**src/rtl/ksa_pipe.sv**
```systemverilog
// Pipelined Kogge-Stone adder/subtractor (s = a + b + cin, or s = a - b when sub=1), modulo 2^N with carry-out.
// Latency: PIPE_ALL ? $clog2(N)+2 : 2 cycles from accept to out_valid; one beat per cycle when unstalled.
// Backpressure: global stall, in_ready = !out_valid || out_ready; every stage holds while stalled. Optional KSA_PIPE_FLAGS_EN adds ovf/zero outputs.
module ksa_pipe #(
    parameter int N        = 32,
    parameter int PIPE_ALL = 1
) (
    input  logic         clk,
    input  logic         rst_n,
    input  logic         in_valid,
    output logic         in_ready,
    input  logic [N-1:0] a,
    input  logic [N-1:0] b,
    input  logic         cin,
    input  logic         sub,
    output logic         out_valid,
    input  logic         out_ready,
    output logic [N-1:0] s,
    output logic         cout
`ifdef KSA_PIPE_FLAGS_EN
    ,
    output logic         ovf,
    output logic         zero
`endif
);

    localparam int LV = $clog2(N);

    // One radix-2 prefix level of span 2^(r-1). The carry-in is treated as an
    // extra generate below bit 0 with propagate 0, so gray cells (whose group
    // reaches down to the carry-in) produce P=0. That keeps P[N-1] meaningful
    // only when the top bit never reaches the carry-in inside the tree, which
    // is exactly the case the cout term P[N-1]&c0 has to cover.
    function automatic logic [2*N-1:0] prefix_level(input logic [N-1:0] p,
                                                    input logic [N-1:0] g,
                                                    input logic         c0,
                                                    input int           r);
        logic [N-1:0] pn;
        logic [N-1:0] gn;
        int           d;
        d = 1 << (r - 1);
        for (int i = 0; i < N; i++) begin
            if (i >= 2 * d - 1) begin
                gn[i] = g[i] | (p[i] & g[i-d]);
                pn[i] = p[i] & p[i-d];
            end else if (i == d - 1) begin
                gn[i] = g[i] | (p[i] & c0);
                pn[i] = 1'b0;
            end else if (i >= d) begin
                gn[i] = g[i] | (p[i] & g[i-d]);
                pn[i] = 1'b0;
            end else begin
                gn[i] = g[i];
                pn[i] = p[i];
            end
        end
        return {pn, gn};
    endfunction

    logic         adv;
    logic [N-1:0] bb;
    logic         c0;

    assign adv      = !out_valid || out_ready;
    assign in_ready = adv;
    assign bb       = sub ? ~b : b;
    assign c0       = sub ? 1'b1 : cin;

    // Stage 0: operand conditioning and bitwise propagate/generate.
    logic         s0_v;
    logic [N-1:0] s0_p;
    logic [N-1:0] s0_g;
    logic         s0_c0;
`ifdef KSA_PIPE_FLAGS_EN
    logic         s0_sa;
`endif

    // Capture a new beat (or a bubble) whenever the pipeline advances.
    always_ff @(posedge clk) begin
        if (!rst_n) begin
            s0_v <= 1'b0;
        end else if (adv) begin
            s0_v  <= in_valid;
            s0_p  <= a ^ bb;
            s0_g  <= a & bb;
            s0_c0 <= c0;
`ifdef KSA_PIPE_FLAGS_EN
            s0_sa <= a[N-1];
`endif
        end
    end

    // Tail of the prefix tree, seen by the sum stage.
    logic         t_v;
    logic [N-1:0] t_p;
    logic [N-1:0] t_g;
    logic [N-1:0] t_p0;
    logic         t_c0;
`ifdef KSA_PIPE_FLAGS_EN
    logic         t_sa;
`endif

    if (PIPE_ALL != 0) begin : g_pipe
        logic [LV:1]        q_v;
        logic [LV:1][N-1:0] q_p;
        logic [LV:1][N-1:0] q_g;
        logic [LV:1][N-1:0] q_p0;
        logic [LV:1]        q_c0;
`ifdef KSA_PIPE_FLAGS_EN
        logic [LV:1]        q_sa;
`endif

        // One register bank per prefix level; p0/c0 ride alongside the tree.
        always_ff @(posedge clk) begin
            if (!rst_n) begin
                q_v <= '0;
            end else if (adv) begin
                q_v[1]            <= s0_v;
                {q_p[1], q_g[1]}  <= prefix_level(s0_p, s0_g, s0_c0, 1);
                q_p0[1]           <= s0_p;
                q_c0[1]           <= s0_c0;
`ifdef KSA_PIPE_FLAGS_EN
                q_sa[1]           <= s0_sa;
`endif
                for (int r = 2; r <= LV; r++) begin
                    q_v[r]           <= q_v[r-1];
                    {q_p[r], q_g[r]} <= prefix_level(q_p[r-1], q_g[r-1], q_c0[r-1], r);
                    q_p0[r]          <= q_p0[r-1];
                    q_c0[r]          <= q_c0[r-1];
`ifdef KSA_PIPE_FLAGS_EN
                    q_sa[r]          <= q_sa[r-1];
`endif
                end
            end
        end

        assign t_v  = q_v[LV];
        assign t_p  = q_p[LV];
        assign t_g  = q_g[LV];
        assign t_p0 = q_p0[LV];
        assign t_c0 = q_c0[LV];
`ifdef KSA_PIPE_FLAGS_EN
        assign t_sa = q_sa[LV];
`endif
    end else begin : g_flat
        // Whole prefix tree in one combinational stretch between the two registers.
        always_comb begin
            t_p = s0_p;
            t_g = s0_g;
            for (int r = 1; r <= LV; r++) begin
                {t_p, t_g} = prefix_level(t_p, t_g, s0_c0, r);
            end
        end

        assign t_v  = s0_v;
        assign t_p0 = s0_p;
        assign t_c0 = s0_c0;
`ifdef KSA_PIPE_FLAGS_EN
        assign t_sa = s0_sa;
`endif
    end

    // Sum stage: bit i combines its own propagate with the carry into it.
    logic [N-1:0] sum_s;
    logic         sum_co;

    assign sum_s  = t_p0 ^ {t_g[N-2:0], t_c0};
    assign sum_co = t_g[N-1] | (t_p[N-1] & t_c0);

    // Output register; holds result and flags stable while the consumer stalls.
    always_ff @(posedge clk) begin
        if (!rst_n) begin
            out_valid <= 1'b0;
            s         <= '0;
            cout      <= 1'b0;
`ifdef KSA_PIPE_FLAGS_EN
            ovf       <= 1'b0;
            zero      <= 1'b0;
`endif
        end else if (adv) begin
            out_valid <= t_v;
            s         <= sum_s;
            cout      <= sum_co;
`ifdef KSA_PIPE_FLAGS_EN
            // Operand signs agree exactly when the top propagate bit is clear.
            ovf       <= !t_p0[N-1] && (sum_s[N-1] != t_sa);
            zero      <= (sum_s == '0);
`endif
        end
    end

endmodule

```
**config.mk**
```make
export PLATFORM = sky130hd
export DESIGN_NAME = ksa_pipe
export DESIGN_NICKNAME = d
export VERILOG_FILES = /design/src/rtl/ksa_pipe.sv
export SDC_FILE = /design/constraint.sdc
export NUM_CORES = 1
export LEC_CHECK = 0
export CAP_MARGIN = 25
export CORE_MARGIN = 4
export CORE_UTILIZATION = 45
export CTS_CLUSTER_SIZE = 12
export DETAILED_ROUTE_END_ITERATION = 12
export PLACE_DENSITY_LB_ADDON = 0.15
export REMOVE_ABC_BUFFERS = 1
export SLEW_MARGIN = 20
export SYNTH_ARGS = -nofsm -noshare
export SYNTH_HDL_FRONTEND = slang
export SYNTH_SLANG_ARGS = --single-unit
```
**constraint.sdc**
```tcl
create_clock -name clk -period 16.38 [get_ports clk]
set_input_delay 3.276 -clock clk [delete_from_list [all_inputs] [get_ports clk]]
set_output_delay 3.276 -clock clk [all_outputs]
set_load 0.02 [all_outputs]
```
## After elaboration in Yosys (flattened, before gate mapping)

Index checks and enable logic that the tools add are counted.

- Output and inout bits: 35
- Word-level logic and storage cells: 405
- Bits in registers: 533

- Bitwise operators: 377
- Reduce and logical (&&, ||, !) cells: 3
- Mux-type cells: 1

Operators with widths:

| cell | count |
|---|---|
| $and 1x1->1 | 238 |
| $or 1x1->1 | 135 |
| $xor 32x32->32 | 2 |
| $and 32x32->32 | 1 |
| $mux 32 | 1 |
| $not 32->32 | 1 |
| $reduce_and 2->1 | 1 |
| $logic_not 1->1 | 1 |
| $logic_or 1x1->1 | 1 |

## Depth between registers and ports, before layout

Gate-level depths: netlist of the first run.

- Depth after elaboration: 3
- Depth in mapped cells: 7
- Gate-level depth less buffers: 4

## Least setup slack after synthesis of the first run

Ideal clock, no wire load.

- Path kind: input -> register
- Start point: input port out_ready
- End point: register g_pipe.q_c0[1] in the netlist's numbering, enable pin
- Arrival: 14.858 ns
- Cell stages on the path: 6
- Buffers on the path: 3
- Slack: 0.602 ns
- Cell sequence: nor2b_4 buf_6 inv_4 buf_8 buf_6 and2_1

- Cells in the longest elaborated chain, start to end: 2

Ends and longest elaborated chain:

| what | line | source |
|---|---|---|
| start, declared | 17 | `input logic out_ready,` |
| $logic_or 1x1->1 | 64 | `assign adv = !out_valid \|\| out_ready;` |
| $reduce_and 2->1 (no source line) | -- |  |
| end signal, assigned by index | 129 | `q_c0[r] <= q_c0[r-1];` |
| end, declared | 108 | `logic [LV:1] q_c0;` |

Every way passes these cells.
A chain may end at the register's enable or synchronous reset.

## Worst setup path after layout of the first run

- Start point: input port out_ready
- End point: output port in_ready

- Cells in the longest elaborated chain, start to end: 1

Ends and longest elaborated chain:

| what | line | source |
|---|---|---|
| $logic_or 1x1->1 | 64 |  |
| end, declared | 11 | `output logic in_ready,` |

Every way passes these cells.

==> metrics.md, run 1 <==
| Metric | Value |
|---|---|
| Outcome | `complete, no violations` |
| Clock Tree Buf Depth | `3` |
| Largest net degree at the start of global routing | `191` |
| Initial antenna violation count | `0` |
| DRT Wirelength | `roughly 30000 µm` |
| Worst setup EP type | `primary output` |
| Synth cell types | `22` |
| Slowest stage delay, CP | `0.71 ns` |
| Peak VDD IR | `0.07190 mV` |
| Critical Path RT | `13.10 ns` |
| Min-delay worst type | `reg -> reg` |
| Die Ht | `213.7 µm` |
| Largest cells by area after synthesis | `edfxtp_1 78%, a21o_1 5.3%, dfxtp_1 4.2%` |
| Worst-Skew Late Latency | `0.57 ns` |
| Hold Buf Count CTS | `0` |
| Post-Syn Area | `19030 µm²` |
| Die extent in x | `approximately 210 µm` |
| Max-cap violations | `0` |
| Grt ovf | `0` |
| Routed Antenna Nets | `0` |
| Slew @ Worst Pin | `1.046 ns` |
| Core Rows | `75` |
| Clock slew at reported path FFs | `0.06 ns` |
| Placeable Area | `between 40000 and 50000 µm²` |
| Share of the synthesized area in the top cell type | `77.78%` |
| Dpl hpwl | `19790 µm` |
| Post-CTS Setup Inserts | `0` |
| Max H-tree Level | `2` |
| Initial drt markers | `627` |
| IO Count | `105` |
| Ant diodes | `0` |
| Commonest non-fill, non-tap cell in the layout | `edfxtp_1` |
| Synth warnings | `0` |
| Global-route wire length before repair | `46510 µm` |
| Power per Cell Area | `129.9 nW/µm²` |
| Area leader, netlist | `edfxtp_1` |
| Drt first pass iters | `5` |
| Max Fclk | `0.1209 GHz` |
| CP Class | `in -> out` |
| Area growth from synthesis to layout | `16.61%` |
| Startpoint Class | `input pin` |
| CTS tree | `done` |
| Max FO, Critical Path | `37` |
| Gr usage total | `13.27%` |
| Final hold vios | `0` |
| Worst path most repeated cell | `clkdlybuf4s50_1` |
| Avg WL per Cell | `17.45 µm` |
| Via count | `about 8000` |
| Total CTS buffers | `54` |
| Final net count | `1225` |
| Die area | `45650 µm²` |
| Fin crit share | `around half` |
| Rel. slew slack | `between 30% and 40%` |
| CP cell instances | `clkdlybuf4s50_1 -> nor2b_4 -> inv_4 -> clkdlybuf4s50_1` |
| Vias in the first global route | `8292` |
| Root buffer cell | `clkbuf_16` |
| Number of port buffers | `104` |
| Synth Register Bits | `about 530` |
| Most frequent cells in the layout | `493 x edfxtp_1, 134 x a21o_1, 103 x and2_1, 102 x clkdlybuf4s50_1, 55 x clkbuf_16` |
| Post_cts resized | `0` |
| Leakage | `roughly 8.1 nW` |
| Drt drc | `0` |
| Min Tclk post-route | `8.269 ns` |
| Share of layout cells above drive strength 1 | `11.09%` |
| WHS | `slightly above 0.4 ns` |
| Clock Skews | `0.009372 ns` |
| Avg Cell Area, Syn | `19.56 µm²` |
| Via density | `around 4.7` |
| Synth Instances | `973` |
| Arrival time worst endpoint | `4.99 ns` |
| RSZ-0062 raised after global routing | `no` |
| Endpoints failing setup | `0` |
| Setup TNS Final | `0 ns` |
| Slowest stage cell on the critical path | `clkdlybuf4s50_1` |
| Initial Util | `45.48%` |
| Sequential fraction of the synthesis area | `81.99%` |
| Clk sinks | `between 500 and 600` |
| Filler instances | `3339` |
| Slew Viols, Final | `0` |
| GPL Wtd Cong | `approximately 0.76` |
## metal layers
| layer | track usage [%] | share of wire, % | wire length (µm) | vias up |
|---|---|---|---|---|
| met5 | 0 | 0 | 0 | - |
| met4 | 4.546 | 2.4 | 695 | 0 |
| met3 | 2.487 | 3.9 | 1151 | 57 |
| met2 | 20.75 | 47 | 13840 | 143 |
| met1 | 19.03 | 47 | 13850 | 3805 |
| li1 | - | - | - | 4002 |
## flip-flops by register name, indices dropped and copies added, names as in the netlist, 5 cells and up
signal	flops
g_pipe.q_g	128
g_pipe.q_p0	128
g_pipe.q_p	102
s0_g	32
s0_p	32
s	32
t_g	32
t_p0	32
g_pipe.q_c0	5
g_pipe.q_v	5
## worst max-delay path: cells and delay by family
family	cells	cell delay, ns
buffers and inverters	3	1.62
AND/OR/NAND/NOR	1	0.08
## stage by stage
| step | power, mW | util [%] | setup WS (ns) | area [µm²] | instances |
|---|---|---|---|---|---|
| 3_3_place_gp | 1.825 | 49.36 | 8.109 | 20660 | 1606 |
| 5_1_grt | 3.008 | 53.03 | 8.030 | 22200 | 1693 |
| 4_1_cts | 2.924 | 53.03 | 8.089 | 22200 | 1693 |
| 2_1_floorplan | 1.772 | - | 0.3270 | 18880 | 956 |
| 6_report | 2.883 | 53.03 | 8.111 | 22200 | 1693 |
| 3_5_place_dp | 1.829 | 49.36 | 8.088 | 20660 | 1606 |
## layout make-up
| type | instances | area, µm² | share of cell area, % |
|---|---|---|---|
| Timing Repair Buffer | 111 | 1096 | 4.938 |
| Clock inverter | 15 | 97.59 | 0.4397 |
| Sequential cell | 533 | 15610 | 70.31 |
| Multi-Input combinational cell | 422 | 3276 | 14.76 |
| Inverter | 1 | 6.256 | 0.02819 |
| Clock buffer | 72 | 1440 | 6.489 |
| Tap cell | 539 | 674.4 | 3.039 |
## synthesized netlist by cell type (all sizes together)
cell type / instances
edfxtp: 493
a21o: 134
o21ai: 33
a21boi: 6
buf: 16
ha: 32
xnor2: 32
and2: 104
a21oi: 34
nand2: 12
nor2b: 1
xor2: 32
inv: 1
o21a: 1
dfxtp: 40
clkbuf: 1
or2: 1
## cells by family after synthesis
logic type,count (synthesis),share of synthesized area (%)
fa+ha+maj,32,2.104
buf+inv,18,0.8151
xor+xnor,64,2.945
flops,533,81.99
compound gates,208,8.388
simple gates,118,3.760
## path summary, 6_finish.rpt
| path | from | cells after the start | to | slack, ns |
|---|---|---|---|---|
| setup / recovery | out_ready | 4 | in_ready | 8.11 |
| hold / removal | g_pipe.q_p0[125]$_DFFE_PP_ | 0 | t_p0[29]$_DFFE_PP_ | 0.41 |
| setup reg to reg | out_valid$_SDFFE_PN0P_ | 5 | g_pipe.q_g[123]$_DFFE_PP_ | 12.60 |
| hold reg to reg | g_pipe.q_p0[125]$_DFFE_PP_ | 0 | t_p0[29]$_DFFE_PP_ | 0.41 |
## power by group
group          switching, mW  internal [mW]  leakage, nW
Sequential            0.0540           1.61         5.17
Clock                  0.464          0.624        0.749
Combinational         0.0671         0.0686         2.16
Total                  0.585           2.30         8.08
Power figures use the tool's default switching activity.
==> run 2, diff against run 1 <==
==> constraint.sdc (replaced) <==
create_clock -name clk -period 7.4 [get_ports clk]
set_input_delay 1.48 -clock clk [delete_from_list [all_inputs] [get_ports clk]]
set_output_delay 1.48 -clock clk [all_outputs]
set_load 0.02 [all_outputs]
==> run 2 against run 1 <==
  * Clock skew up 0.010 ns
  * Die area is the same
  * Worst setup slack got worse by 5.2 ns
  * Non-clock buffer count fell by 2
  * Count of clock-buffer cells in the layout unchanged
  * Largest power group unchanged
==> metrics.md, run 2 (same netlist as run 1, synthesis figures left out) <==
| Metric | Value |
|---|---|
| Outcome | `complete, no violations` |
| Endpoints failing setup | `0` |
| Most frequent cells in the layout | `493 x edfxtp_1, 134 x a21o_1, 103 x and2_1, 102 x clkdlybuf4s50_1, 55 x clkbuf_16` |
| Setup TNS Final | `0 ns` |
| Post_cts resized | `0` |
| Die Ht | `213.7 µm` |
| Drt first pass iters | `4` |
| Fin area | `22190 µm²` |
| Die area | `45650 µm²` |
| Clock slew at reported path FFs | `0.06 ns` |
| Leakage | `8.065 nW` |
| Final net count | `1222` |
| Final core utilization | `approximately 53%` |
| Critical Path RT | `5.92 ns` |
| Slowest stage delay, CP | `0.68 ns` |
| Root buffer cell | `clkbuf_16` |
| Filler instances | `3327` |
| Slew Viols, Final | `0` |
| Register area | `15610 µm²` |
| Fin crit share | `60.92%` |
| Worst-Skew Late Latency | `between 0.5 and 0.6 ns` |
| Post-CTS Setup Inserts | `0` |
| Area of the multi-input gates | `around 3300 µm²` |
| Largest net degree at the start of global routing | `170` |
| RSZ-0062 raised after global routing | `no` |
| Vias in the first global route | `8191` |
| Dpl hpwl | `between 15000 and 20000 µm` |
| Max H-tree Level | `2` |
| Startpoint Class | `input pin` |
| Via count | `8013` |
| Global-route wire length before repair | `45830 µm` |
| Min Tclk post-route | `4.508 ns` |
| Area growth from synthesis to layout | `16.59%` |
| Routed Antenna Nets | `0` |
| Max-cap violations | `0` |
| Core Rows | `75` |
| Max Fclk | `0.2218 GHz` |
| WHS | `0.4089 ns` |
| Die extent in x | `213.7 µm` |
| Placement Cell Area | `around 21000 µm²` |
| Initial drt markers | `729` |
| Placeable Area | `41850 µm²` |
| Commonest non-fill, non-tap cell in the layout | `edfxtp_1` |
| Initial Util | `45.48%` |
| Ant diodes | `0` |
| Placed cells | `approximately 1600` |
| Share of layout cells above drive strength 1 | `around 11%` |
| Worst path most repeated cell | `clkdlybuf4s50_1` |
| Grt ovf | `0` |
| Via density | `4.747` |
| Slowest stage cell on the critical path | `clkdlybuf4s50_1` |
| Tot Pwr | `6.358 mW` |
| Clock Tree Buf Depth | `3` |
| Power per Cell Area | `286.5 nW/µm²` |
| IO Count | `around 110` |
| Peak VDD IR | `0.1762 mV` |
| Min-delay worst type | `reg -> reg` |
| Final WS setup | `2.892 ns` |
| Initial antenna violation count | `2` |
| Hold Buf Count CTS | `0` |
| CTS tree | `done` |
| Post-Layout Cell Count | `1688` |
| Clock Skews | `~0.02 ns` |
| Slew @ Worst Pin | `0.9341 ns` |
| Max FO, Critical Path | `25` |
| Worst setup EP type | `primary output` |
| Arrival time worst endpoint | `3.03 ns` |
| Number of port buffers | `104` |
| Clk sinks | `533` |
| CP cell instances | `clkdlybuf4s50_1 -> nor2b_4 -> inv_4 -> clkdlybuf4s50_1` |
| GPL Wtd Cong | `0.7464` |
| Final hold vios | `0` |
| Avg WL per Cell | `17.29 µm` |
| CP Class | `in -> out` |
| Gr usage total | `13.05%` |
| Pre-CTS WS | `2.854 ns` |
| Rel. slew slack | `37.73%` |
| Total CTS buffers | `53` |
| DRT Wirelength | `29190 µm` |
| Drt drc | `0` |
run 2: final cells by class:
cell class	instances	area share, %
repair buffers	109	4.984
well taps	539	3.039
flip-flops and latches	533	70.32
multi-input cells	422	14.76
clock inverters	12	0.3778
clock buffers	72	6.490
inverters	1	0.02819
run 2: worst paths after layout:
kind                              from                         to  slack, ns  cells after the start
max reg2reg     out_valid$_SDFFE_PN0P_         s0_p[13]$_DFFE_PP_       4.70                      4
min reg2reg  g_pipe.q_p0[46]$_DFFE_PP_  g_pipe.q_p0[78]$_DFFE_PP_       0.41                      0
max                          out_ready                   in_ready       2.89                      4
min          g_pipe.q_p0[46]$_DFFE_PP_  g_pipe.q_p0[78]$_DFFE_PP_       0.41                      0
run 2: power by group:
group	switching, mW	internal, mW
sequential	0.118	3.55
combinational	0.149	0.153
clock	1.01	1.38
run 2: worst max-delay path: cells and delay by family:
family,cells,cell delay (ns)
buffers and inverters,3,1.46
AND/OR/NAND/NOR,1,0.08
run 2: routing by layer:
layer	vias to the layer above	track usage, %	wire length (µm)
met2	140	20.28	13760
li1	3983	-	-
met3	41	2.619	1308
met4	0	4.944	719
met1	3849	18.49	13400
met5	-	0	0
==> run 3, diff against run 2 <==
==> constraint.sdc (replaced) <==
create_clock -name clk -period 4.1 [get_ports clk]
set_input_delay 0.82 -clock clk [delete_from_list [all_inputs] [get_ports clk]]
set_output_delay 0.82 -clock clk [all_outputs]
set_load 0.02 [all_outputs]
==> run 3 against run 2 <==
  * Sequential power grew 80%
  * Die area is the same
  * Power grew 79%
  * Final cell count grew 0.18%
  * Core utilization grew 0.12 points
  * Register-to-register slack lost 2.6 ns
  * Clock power grew 75%
  * Worst hold slack gained 0.0062 ns
  * Largest power group unchanged
  * Highest routed layer unchanged
==> metrics.md, run 3 (same netlist as run 1, synthesis figures left out) <==
| Metric | Value |
|---|---|
| Outcome | `complete, no violations` |
| Most frequent cells in the layout | `493 x edfxtp_1, 134 x a21o_1, 103 x and2_1, 102 x clkdlybuf4s50_1, 53 x clkbuf_16` |
| Flop pwr share | `58.3%` |
| Power per Cell Area | `between 500 and 600 nW/µm²` |
| Worst-Skew Late Latency | `~0.56 ns` |
| Net Sw Frac | `20.06%` |
| Avg WL per Cell | `between 15 and 20 µm` |
| Ant diodes | `0` |
| Slew @ Worst Pin | `0.9193 ns` |
| Initial Util | `45.48%` |
| Gr usage total | `13.26%` |
| Clock slew at reported path FFs | `0.06 ns` |
| Placeable Area | `41850 µm²` |
| Max Fclk | `around 0.33 GHz` |
| CTS tree | `done` |
| Core Rows | `75` |
| Worst setup EP type | `primary output` |
| Startpoint Class | `input pin` |
| Die extent in x | `213.7 µm` |
| Internal | `between 9 and 10 mW` |
| Critical Path RT | `3.28 ns` |
| Post_cts resized | `0` |
| Min Tclk post-route | `3.005 ns` |
| CP cell instances | `clkdlybuf4s50_1 -> nor2b_4 -> inv_4 -> clkdlybuf4s50_1` |
| Die Ht | `213.7 µm` |
| Top delay family on crit path | `buffers and inverters` |
| RSZ-0062 raised after global routing | `no` |
| Slowest stage delay, CP | `about 0.56 ns` |
| Combinational share of power | `4.9%` |
| Final hold vios | `0` |
| CP Class | `in -> out` |
| Min-delay worst type | `reg -> reg` |
| Dpl hpwl | `20640 µm` |
| Clock network power share | `36.8%` |
| Slew Viols, Final | `0` |
| Initial drt markers | `502` |
| DRT Wirelength | `29590 µm` |
| GR Util met2 | `between 20% and 30%` |
| Commonest non-fill, non-tap cell in the layout | `edfxtp_1` |
| Routed Antenna Nets | `0` |
| GPL Wtd Cong | `about 0.75` |
| Fin crit share | `73.30%` |
| Crit path buf inv count | `3` |
| Drt drc | `0` |
| Final net count | `1232` |
| Root buffer cell | `clkbuf_16` |
| Clk sinks | `533` |
| Global-route wire length before repair | `46880 µm` |
| Rel. slew slack | `38.71%` |
| Endpoints failing setup | `0` |
| M3 GR Usage | `2.458%` |
| Leakage | `8.103 nW` |
| Setup TNS Final | `0 ns` |
| Worst path most repeated cell | `clkdlybuf4s50_1` |
| Total CTS buffers | `52` |
| Arrival time worst endpoint | `2.19 ns` |
| Via density | `4.753` |
| Final core utilization | `53.14%` |
| Tot Pwr | `around 11 mW` |
| Share of layout cells above drive strength 1 | `about an eighth` |
| Hold Buf Count CTS | `0` |
| Net Switching | `about 2.3 mW` |
| Via count | `8038` |
| Max-cap violations | `0` |
| Peak VDD IR | `0.3232 mV` |
| Initial antenna violation count | `1` |
| Die area | `around 46000 µm²` |
| Clock Tree Buf Depth | `3` |
| Vias in the first global route | `8364` |
| Max FO, Critical Path | `9` |
| IO Count | `105` |
| Post-CTS Setup Inserts | `0` |
| Number of port buffers | `104` |
| GR Util met1 | `18.74%` |
| Clock Skews | `0.01675 ns` |
| Global route hottest layer | `met2` |
| Area growth from synthesis to layout | `16.85%` |
| Drt first pass iters | `4` |
| Slowest stage cell on the critical path | `clkdlybuf4s50_1` |
| Largest net degree at the start of global routing | `91` |
| Grt ovf | `0` |
| Max H-tree Level | `2` |
## run 3: final timing paths
path	cells past startpoint	end	slack [ns]	start
max	4	in_ready	1.09	out_ready
min	0	g_pipe.q_p0[46]$_DFFE_PP_	0.42	g_pipe.q_p0[14]$_DFFE_PP_
max reg2reg	5	g_pipe.q_p0[32]$_DFFE_PP_	2.14	out_valid$_SDFFE_PN0P_
min reg2reg	0	g_pipe.q_p0[46]$_DFFE_PP_	0.42	g_pipe.q_p0[14]$_DFFE_PP_
## run 3: metal layers
layer / wire (µm) / vias to the layer above
li1: - / 4000
met1: 13380 / 3830
met2: 14140 / 154
met3: 1461 / 54
met4: 613 / 0
met5: 0 / -
## run 3: layout make-up
type,instances,area [µm²]
clock buffers,64,1368
inverters,1,6.256
clock inverters,12,85.08
repair buffers,120,1226
multi-input cells,422,3276
well taps,539,674.4
fillers,3359,19610
flip-flops and latches,533,15610
## run 3: stage by stage
stage / hold slack (ns) / area (µm²) / setup slack [ns] / instances
floorplan: 0.4003 / 18880 / -9.497 / 956
global placement: 0.4014 / 20790 / 1.057 / 1615
detailed placement: 0.4045 / 20790 / 1.068 / 1615
CTS: 0.4143 / 22240 / 1.069 / 1691
global route: 0.4205 / 22240 / 1.012 / 1691
finish: 0.4151 / 22240 / 1.095 / 1691
## run 3: power by group through the flow
stage          clock network, mW  logic (mW)  registers [mW]
2_1_floorplan                  0       0.299            6.78
3_3_place_gp                   0       0.566            6.74
3_5_place_dp                   0       0.571            6.75
4_1_cts                     4.30       0.578            6.63
5_1_grt                     4.53       0.631            6.67
6_report                    4.18       0.561            6.62
